===== config.mk =====
export PLATFORM = sky130hd
export DESIGN_NAME = rom_dl_sdram_writer_flat
export DESIGN_NICKNAME = d
export VERILOG_FILES = /design/src/rtl/rom_dl_sdram_writer_if.sv /design/src/rtl/rom_dl_sdram_writer.sv /design/src/flat_wrapper.sv
export SDC_FILE = /design/constraint.sdc
export NUM_CORES = 1
export LEC_CHECK = 0
export ABC_AREA = 1
export BUFFER_PORTS_ARGS = -buffer_cell sky130_fd_sc_hd__buf_2
export CORE_MARGIN = 2
export CORE_UTILIZATION = 30
export CTS_BUF_LIST = sky130_fd_sc_hd__clkbuf_2
export CTS_CLUSTER_DIAMETER = 150
export DETAILED_ROUTE_END_ITERATION = 10
export GPL_TIMING_DRIVEN = 0
export PLACE_DENSITY = 0.44
export REMOVE_ABC_BUFFERS = 1
export SKIP_CTS_REPAIR_TIMING = 1
export SYNTH_ARGS = -nofsm -noshare
export SYNTH_HDL_FRONTEND = slang
export SYNTH_SLANG_ARGS = --single-unit

===== constraint.sdc =====
create_clock -name clk_sys -period 6.6 [get_ports clk_sys]
set_input_delay 0.66 -clock clk_sys [delete_from_list [all_inputs] [get_ports clk_sys]]
set_output_delay 0.66 -clock clk_sys [all_outputs]
set_load 0.01 [all_outputs]

===== src/rtl/rom_dl_sdram_writer_if.sv =====
`default_nettype none
// ============================================================================
//  Module      : rom_dl_sdram_writer_if
//  Description : SDRAM write port between the ROM download writer (master)
//                and the SDRAM arbiter/controller (slave). req is a level held
//                until a one-cycle ack; addr/data are stable while req is high.
//  Revision    : 1.0 - initial release
// ============================================================================
interface rom_dl_sdram_writer_if #(
    parameter int SDRAM_AW = 24
);
    logic                sdram_wr_req;
    logic [SDRAM_AW-1:0] sdram_wr_addr;
    logic [15:0]         sdram_wr_data;
    logic                sdram_wr_ack;

    modport master (
        output sdram_wr_req,
        output sdram_wr_addr,
        output sdram_wr_data,
        input  sdram_wr_ack
    );

    modport slave (
        input  sdram_wr_req,
        input  sdram_wr_addr,
        input  sdram_wr_data,
        output sdram_wr_ack
    );
endinterface
`default_nettype wire


===== src/rtl/rom_dl_sdram_writer.sv =====
`default_nettype none
// ============================================================================
//  Module      : rom_dl_sdram_writer
//  Description : Accepts region-tagged ROM download word writes, relocates
//                them to flat SDRAM word addresses, buffers them in a small
//                FIFO and drains the FIFO over a req/ack SDRAM write port.
//                Throttles the HPS download through ioctl_wait.
//  Revision    : 1.0 - initial release
// ============================================================================
module rom_dl_sdram_writer #(
    parameter int                  FIFO_AW    = 3,
    parameter int                  SDRAM_AW   = 24,
    parameter logic [SDRAM_AW-1:0] BASE_68K   = 24'h000000,
    parameter logic [SDRAM_AW-1:0] BASE_Z80   = 24'h040000,
    parameter logic [SDRAM_AW-1:0] BASE_TILES = 24'h080000,
    parameter logic [SDRAM_AW-1:0] BASE_SPR   = 24'h100000,
    parameter logic [SDRAM_AW-1:0] BASE_K7232 = 24'h300000,
    parameter logic [SDRAM_AW-1:0] BASE_THEME = 24'h380000,
    parameter logic [SDRAM_AW-1:0] BASE_UPD   = 24'h3C0000
) (
    input  wire         clk_sys,
    input  wire         reset_n,
    input  wire         load_en,
    input  wire         rom_68k_we,
    input  wire         rom_z80_we,
    input  wire         rom_tiles_we,
    input  wire         rom_sprites_we,
    input  wire         rom_007232_we,
    input  wire         rom_theme_we,
    input  wire         rom_uPD7759C_we,
    input  wire  [25:0] rom_addr,
    input  wire  [15:0] rom_data,
    output logic        ioctl_wait,
    output logic        dl_done,
    output logic        err_multi,
    output logic        err_ovf,
    rom_dl_sdram_writer_if.master sdram
);

    localparam int                 DEPTH        = 1 << FIFO_AW;
    localparam int                 WORD_W       = SDRAM_AW + 16;
    localparam logic [FIFO_AW:0]   C_DEPTH      = (FIFO_AW+1)'(DEPTH);
    // Raise wait with two free slots left so writes already in flight from
    // the HPS side still fit.
    localparam logic [FIFO_AW:0]   C_WAIT_LEVEL = (FIFO_AW+1)'(DEPTH - 2);

    typedef enum logic [1:0] {
        S_IDLE = 2'd0,
        S_REQ  = 2'd1,
        S_GAP  = 2'd2
    } state_t;

    // ------------------------------------------------------------------
    // Strobe decode and relocation
    // ------------------------------------------------------------------
    logic [6:0]          w_we;
    logic [2:0]          w_sel;
    logic                w_any;
    logic                w_multi;
    logic [SDRAM_AW-1:0] w_base;
    logic [SDRAM_AW-1:0] w_reloc;
    logic                w_unused_addr_hi;

    assign w_we = {rom_uPD7759C_we, rom_theme_we, rom_007232_we, rom_sprites_we,
                   rom_tiles_we, rom_z80_we, rom_68k_we};
    assign w_any   = |w_we;
    assign w_multi = (w_we & (w_we - 7'd1)) != 7'd0;
    // Upper offset bits beyond the SDRAM word space fall away in the wrap.
    assign w_unused_addr_hi = ^rom_addr[25:SDRAM_AW];

    // Lowest-index strobe wins: scan downward so the last hit is the lowest.
    always_comb begin
        w_sel = 3'd0;
        for (int i = 6; i >= 0; i--) begin
            if (w_we[i]) begin
                w_sel = 3'(i);
            end
        end
    end

    // Region base lookup for the winning strobe.
    always_comb begin
        w_base = BASE_68K;
        case (w_sel)
            3'd0:    w_base = BASE_68K;
            3'd1:    w_base = BASE_Z80;
            3'd2:    w_base = BASE_TILES;
            3'd3:    w_base = BASE_SPR;
            3'd4:    w_base = BASE_K7232;
            3'd5:    w_base = BASE_THEME;
            default: w_base = BASE_UPD;
        endcase
    end

    assign w_reloc = w_base + rom_addr[SDRAM_AW-1:0];

    // ------------------------------------------------------------------
    // FIFO
    // ------------------------------------------------------------------
    logic [WORD_W-1:0]   r_mem [DEPTH];
    logic [FIFO_AW-1:0]  r_wr_ptr;
    logic [FIFO_AW-1:0]  r_rd_ptr;
    logic [FIFO_AW:0]    r_count;
    logic [FIFO_AW:0]    w_count_nxt;
    logic                w_push_req;
    logic                w_push;
    logic                w_drop;
    logic                w_pop;
    logic                w_full;
    logic [WORD_W-1:0]   w_head;

    assign w_push_req  = load_en && w_any;
    assign w_full      = (r_count == C_DEPTH);
    // A pop in the same cycle frees the slot, so a push into a full FIFO
    // is only lost when nothing drains.
    assign w_push      = w_push_req && (!w_full || w_pop);
    assign w_drop      = w_push_req && !w_push;
    assign w_count_nxt = r_count + {{FIFO_AW{1'b0}}, w_push} - {{FIFO_AW{1'b0}}, w_pop};
    assign w_head      = r_mem[r_rd_ptr];

    // Storage array, written on accepted pushes only.
    always_ff @(posedge clk_sys) begin
        if (w_push) begin
            r_mem[r_wr_ptr] <= {w_reloc, rom_data};
        end
    end

    // Pointers and occupancy.
    always_ff @(posedge clk_sys or negedge reset_n) begin
        if (!reset_n) begin
            r_wr_ptr <= '0;
            r_rd_ptr <= '0;
            r_count  <= '0;
        end else begin
            if (w_push) r_wr_ptr <= r_wr_ptr + 1'b1;
            if (w_pop)  r_rd_ptr <= r_rd_ptr + 1'b1;
            r_count <= w_count_nxt;
        end
    end

    // ------------------------------------------------------------------
    // Drain FSM
    // ------------------------------------------------------------------
    state_t              r_state;
    state_t              w_state_nxt;
    logic                w_load;
    logic                w_req;
    logic [SDRAM_AW-1:0] r_addr;
    logic [15:0]         r_data;

    // State register.
    always_ff @(posedge clk_sys or negedge reset_n) begin
        if (!reset_n) begin
            r_state <= S_IDLE;
        end else begin
            r_state <= w_state_nxt;
        end
    end

    // Next state, head load, pop and request generation.
    always_comb begin
        w_state_nxt = r_state;
        w_load      = 1'b0;
        w_pop       = 1'b0;
        w_req       = 1'b0;
        case (r_state)
            S_IDLE: begin
                if (r_count != '0) begin
                    w_load      = 1'b1;
                    w_state_nxt = S_REQ;
                end
            end
            S_REQ: begin
                w_req = 1'b1;
                if (sdram.sdram_wr_ack) begin
                    w_pop       = 1'b1;
                    w_state_nxt = S_GAP;
                end
            end
            S_GAP: begin
                w_state_nxt = S_IDLE;
            end
            default: begin
                w_state_nxt = S_IDLE;
            end
        endcase
    end

    // Address/data held stable for the whole request.
    always_ff @(posedge clk_sys or negedge reset_n) begin
        if (!reset_n) begin
            r_addr <= '0;
            r_data <= '0;
        end else if (w_load) begin
            {r_addr, r_data} <= w_head;
        end
    end

    // ------------------------------------------------------------------
    // Status outputs
    // ------------------------------------------------------------------
    logic r_ioctl_wait;
    logic r_dl_done;
    logic r_err_multi;
    logic r_err_ovf;
    logic r_load_en_d;
    logic w_le_rise;

    assign w_le_rise = load_en && !r_load_en_d;

    // Backpressure and completion flags, both registered.
    always_ff @(posedge clk_sys or negedge reset_n) begin
        if (!reset_n) begin
            r_ioctl_wait <= 1'b0;
            r_dl_done    <= 1'b0;
            r_load_en_d  <= 1'b0;
        end else begin
            r_ioctl_wait <= load_en && (w_count_nxt >= C_WAIT_LEVEL);
            r_dl_done    <= !load_en && (r_count == '0) && (r_state == S_IDLE);
            r_load_en_d  <= load_en;
        end
    end

    // Sticky error flags; a new download window clears them, but an error
    // in that very first cycle still sets them.
    always_ff @(posedge clk_sys or negedge reset_n) begin
        if (!reset_n) begin
            r_err_multi <= 1'b0;
            r_err_ovf   <= 1'b0;
        end else begin
            if (w_le_rise) begin
                r_err_multi <= 1'b0;
                r_err_ovf   <= 1'b0;
            end
            if (w_push_req && w_multi) r_err_multi <= 1'b1;
            if (w_drop)                r_err_ovf   <= 1'b1;
        end
    end

    assign ioctl_wait          = r_ioctl_wait;
    assign dl_done             = r_dl_done;
    assign err_multi           = r_err_multi;
    assign err_ovf             = r_err_ovf;
    assign sdram.sdram_wr_req  = w_req;
    assign sdram.sdram_wr_addr = r_addr;
    assign sdram.sdram_wr_data = r_data;

endmodule
`default_nettype wire


===== src/flat_wrapper.sv =====
// flat-port wrapper written by rule: the top's interface ports become plain ports
module rom_dl_sdram_writer_flat 
#(
    parameter int                  FIFO_AW    = 3,
    parameter int                  SDRAM_AW   = 24,
    parameter logic [SDRAM_AW-1:0] BASE_68K   = 24'h000000,
    parameter logic [SDRAM_AW-1:0] BASE_Z80   = 24'h040000,
    parameter logic [SDRAM_AW-1:0] BASE_TILES = 24'h080000,
    parameter logic [SDRAM_AW-1:0] BASE_SPR   = 24'h100000,
    parameter logic [SDRAM_AW-1:0] BASE_K7232 = 24'h300000,
    parameter logic [SDRAM_AW-1:0] BASE_THEME = 24'h380000,
    parameter logic [SDRAM_AW-1:0] BASE_UPD   = 24'h3C0000
)
  (clk_sys, reset_n, load_en, rom_68k_we, rom_z80_we, rom_tiles_we, rom_sprites_we, rom_007232_we, rom_theme_we, rom_uPD7759C_we, rom_addr, rom_data, ioctl_wait, dl_done, err_multi, err_ovf, sdram_sdram_wr_req, sdram_sdram_wr_addr, sdram_sdram_wr_data, sdram_sdram_wr_ack);
  rom_dl_sdram_writer_if #(.SDRAM_AW(SDRAM_AW)) sdram_i ();
  input  wire clk_sys;
  input  wire reset_n;
  input  wire load_en;
  input  wire rom_68k_we;
  input  wire rom_z80_we;
  input  wire rom_tiles_we;
  input  wire rom_sprites_we;
  input  wire rom_007232_we;
  input  wire rom_theme_we;
  input  wire rom_uPD7759C_we;
  input  wire  [25:0] rom_addr;
  input  wire  [15:0] rom_data;
  output logic ioctl_wait;
  output logic dl_done;
  output logic err_multi;
  output logic err_ovf;
  output wire logic [$bits(sdram_i.sdram_wr_req)-1:0] sdram_sdram_wr_req;
  output wire logic [$bits(sdram_i.sdram_wr_addr)-1:0] sdram_sdram_wr_addr;
  output wire logic [$bits(sdram_i.sdram_wr_data)-1:0] sdram_sdram_wr_data;
  input wire logic [$bits(sdram_i.sdram_wr_ack)-1:0] sdram_sdram_wr_ack;
  assign sdram_sdram_wr_req = sdram_i.sdram_wr_req;
  assign sdram_sdram_wr_addr = sdram_i.sdram_wr_addr;
  assign sdram_sdram_wr_data = sdram_i.sdram_wr_data;
  assign sdram_i.sdram_wr_ack = sdram_sdram_wr_ack;
  rom_dl_sdram_writer #(.FIFO_AW(FIFO_AW), .SDRAM_AW(SDRAM_AW), .BASE_68K(BASE_68K), .BASE_Z80(BASE_Z80), .BASE_TILES(BASE_TILES), .BASE_SPR(BASE_SPR), .BASE_K7232(BASE_K7232), .BASE_THEME(BASE_THEME), .BASE_UPD(BASE_UPD)) u_core (.clk_sys(clk_sys), .reset_n(reset_n), .load_en(load_en), .rom_68k_we(rom_68k_we), .rom_z80_we(rom_z80_we), .rom_tiles_we(rom_tiles_we), .rom_sprites_we(rom_sprites_we), .rom_007232_we(rom_007232_we), .rom_theme_we(rom_theme_we), .rom_uPD7759C_we(rom_uPD7759C_we), .rom_addr(rom_addr), .rom_data(rom_data), .ioctl_wait(ioctl_wait), .dl_done(dl_done), .err_multi(err_multi), .err_ovf(err_ovf), .sdram(sdram_i));
endmodule

==> results.ini <==
[power_and_ir_drop]
power.total_mw = 7.795
netSwitchingFraction_pct = 39.81
sequentialPowerShare_pct = 42.3
powerDensity_mw_per_mm2 = 404.9
power.switching_mw = 3.103
internal_power_mw = 4.692
leakagePower_nw = 8.773
power_frac_clock_pct = 21.7
ir_worst_vdd_mv = 0.2679
combPwrFrac_pct = 36.0

[clock_tree]
cts.sinks = 377
insertion_delay_ps = 1030
cts_tree = done
clock_path_buffers = 3
clk_pin_slew_ps = 100
cts-root-buf = clkbuf_2
cts-buffers-inserted = 103
ctsHtreeMaxLevel = 3

[synthesis]
synthCells = 1562
synthesis.area_mm2 = 0.01616
ys_ff_latch = 377
ys_seq_area_share_pct = 68.30
ys_types = 26
syn_avg_cell_area_um2 = 10.34
ys_warn_count = 0

[route]
dr_total_vias = 11000
ant_nets = 0
dr.first_iter.drc_count = 520
via_per_inst = 4.291
drtPass1Iterations = 7
routedWlPerCell_um = 15.98
wl_um = 40960
drc = 0

[grt]
grt_overflow = 0
met1_usage_pct = 19.99
use_met3_pct = 3.745
grt_pass1_wl_um = 62200
top_usage_layer = met2
track_usage_pct = 14.73
grtUsageMet2_pct = 22.79
antenna_found_initial = 3
grt_max_degree = 109
grt_pass1_vias = 10750

[final_layout]
drive_above_1_share_pct = 17.43
instances_no_fill = 2563
layout.nets = 1842
area_growth_pct = 19.17
fill_cells = 5396

[setup_path]
cp_num_buf_inv = 3
reg2reg_depth = 7
cp_data_required_time_ps = 7280
cp_cell_sequence = inv_1 -> nand3_1 -> nand3_1 -> nand4_1 -> nor2_4 -> buf_12 -> buf_12
worst_setup_path_start_kind = flop
slowest_stage = nor2_4
critical-path-top-delay-family = simple AND/OR/NAND/NOR gates
cp_max_fo = 16
cp_data_arrival_time_ps = 3480
path_depth = 7
end_kind = flop
max_stage_delay_ps = 630
crit_type = flop to flop

[outcome]
run_status = completed

[floorplan]
die_w_um = 236.1
start_util_pct = 30.20
rows = 85
fp.dieH_um = 236.1
die_area_mm2 = 0.05573
ios = 98
core_area_mm2 = 0.05350

[place]
dpl.cell_count = 2323
gp_congestion = 0.7018
dp_hpwl_um = 23720
port-buffer-count = 95

[sta]
period_share_pct = 42.46
fin_crit_ps = 2802
worstMarginPinSlew_ps = 1093
setup_violations = 0
skew_ps = 71.10
slew_violations = 0
hold_viol_final = 0
rsz0062_at_grt = false
fmax_mhz = 356.9
relSlewSlack_pct = 27.00

[flow_run]
drv_cap = 0

[worst_hold_path]
hold_path_class = primary input to async pin

## registers in the layout, indices dropped and copies added, names as in the netlist
register	count
u_core.r_load_en_d	1
u_core.r_rd_ptr	3
u_core.dl_done	1
u_core.r_mem	320
u_core.ioctl_wait	1
u_core.r_state	2
u_core.r_wr_ptr	3
u_core.r_count	4
u_core.sdram.sdram_wr_data	16
u_core.err_multi	1
u_core.sdram.sdram_wr_addr	24
u_core.err_ovf	1
## stage by stage
stage	cell area (um2)	util, %	TNS (ps)	hold slack, ps	setup WS [ps]
2_1_floorplan	15760	-	0	364.4	1951
3_3_place_gp	17100	31.97	-385980	461.3	-2713
3_5_place_dp	17830	33.34	0	459.9	3495
4_1_cts	18820	35.18	0	-600.6	3749
5_1_grt	19250	35.99	0	4.022	3598
6_report	19250	35.99	0	92.56	3798
## cells in the final DEF (no fill, tap or decap), types with 3 or more instances in the layout
cell type      synthesis  layout
nand2_1              531     531
clkinvlp_4             0       3
nor3_2                 0       4
dfrtp_1               57      54
buf_16                 0       9
xor2_1                 5       5
o21ai_0                5       5
nor2_1                11       7
edfxtp_1             320     320
buf_2                 41      94
ha_1                  12      12
inv_1                274     273
inv_2                  3       5
nand4_1                6       6
clkinv_1               0      23
buf_12                 0       8
nor2_4                 0       5
buf_6                 11      17
nand3_1              251     251
dlygate4sd3_1          0      43
buf_4                  1       5
clkbuf_2               0     162
## worst register-to-register path: cells and delay by family, from the launching register on
kind	cells	cell delay, ps
simple gates	4	1520
buf+inv	3	540
flops	1	380
## synth_stat cells
| cell | number | area share, % |
|---|---|---|
| nor2_2 | 1 | 0.039 |
| inv_1 | 274 | 6.4 |
| nor3_1 | 5 | 0.15 |
| inv_4 | 1 | 0.039 |
| ha_1 | 12 | 0.93 |
| edfxtp_1 | 320 | 59 |
| clkbuf_1 | 13 | 0.30 |
| nand3_2 | 1 | 0.062 |
| fa_1 | 2 | 0.25 |
| buf_1 | 4 | 0.093 |
| inv_2 | 3 | 0.070 |
| nand3b_1 | 1 | 0.046 |
| dfrtp_1 | 57 | 8.8 |
| nand2_1 | 531 | 12 |
| buf_2 | 41 | 1.3 |
| or2_1 | 1 | 0.039 |
| xnor2_1 | 2 | 0.11 |
| o21ai_0 | 5 | 0.15 |
| nand3_1 | 251 | 7.8 |
| buf_4 | 1 | 0.046 |
| buf_6 | 11 | 0.77 |
| xor2_1 | 5 | 0.27 |
| nand4_1 | 6 | 0.23 |
| a21oi_1 | 2 | 0.062 |
| nor2_1 | 11 | 0.26 |
| a31oi_1 | 1 | 0.039 |
## logic make-up after synthesis
kind of cell / after synthesis / synth area share, %
xor+xnor: 7 / 0.3794
fa+ha+maj: 14 / 1.177
simple gates: 808 / 20.94
compound gates: 8 / 0.2555
flops: 377 / 68.30
buf+inv: 348 / 8.952
## area by class of cell
type	count	area, um2	area share, %
Clock buffer	162	810.8	4.211
Timing Repair Buffer	178	1568	8.142
Sequential cell	377	11040	57.36
Inverter	278	1051	5.458
Multi-Input combinational cell	837	3731	19.38
Tap cell	696	870.8	4.523
Antenna cell	2	5.005	0.02599
Clock inverter	33	173.9	0.9032
## worst paths after layout
kind                                               startpoint                            end  slack [ps]
worst max-delay path                        u_core.r_state[1]            u_core.r_mem[6][33]        3800
worst min-delay path                                  reset_n  u_core.sdram.sdram_wr_data[2]          90
worst max register to register              u_core.r_state[1]            u_core.r_mem[6][33]        3800
worst min register to register  u_core.sdram.sdram_wr_data[6]  u_core.sdram.sdram_wr_data[6]         480
max in group asynchronous                             reset_n  u_core.sdram.sdram_wr_addr[8]        5600
min in group clk_sys                             rom_addr[22]            u_core.r_mem[1][38]         160
## routing by layer
metal / share of wire [%] / vias up
met4: 2.1 / 2
met1: 48 / 5162
met2: 45 / 239
met5: 0.032 / -
met3: 4.9 / 72
li1: - / 5523
## power groups by stage
stage / logic, mW / registers, mW / clock network, mW
floorplan: 1.50 / 3.46 / 0
global placement: 2.51 / 3.64 / 0
detailed placement: 2.86 / 3.36 / 0
CTS: 2.87 / 3.30 / 1.78
global route: 3.18 / 3.35 / 1.88
finish: 2.81 / 3.30 / 1.69
Power figures use the tool's default switching activity.
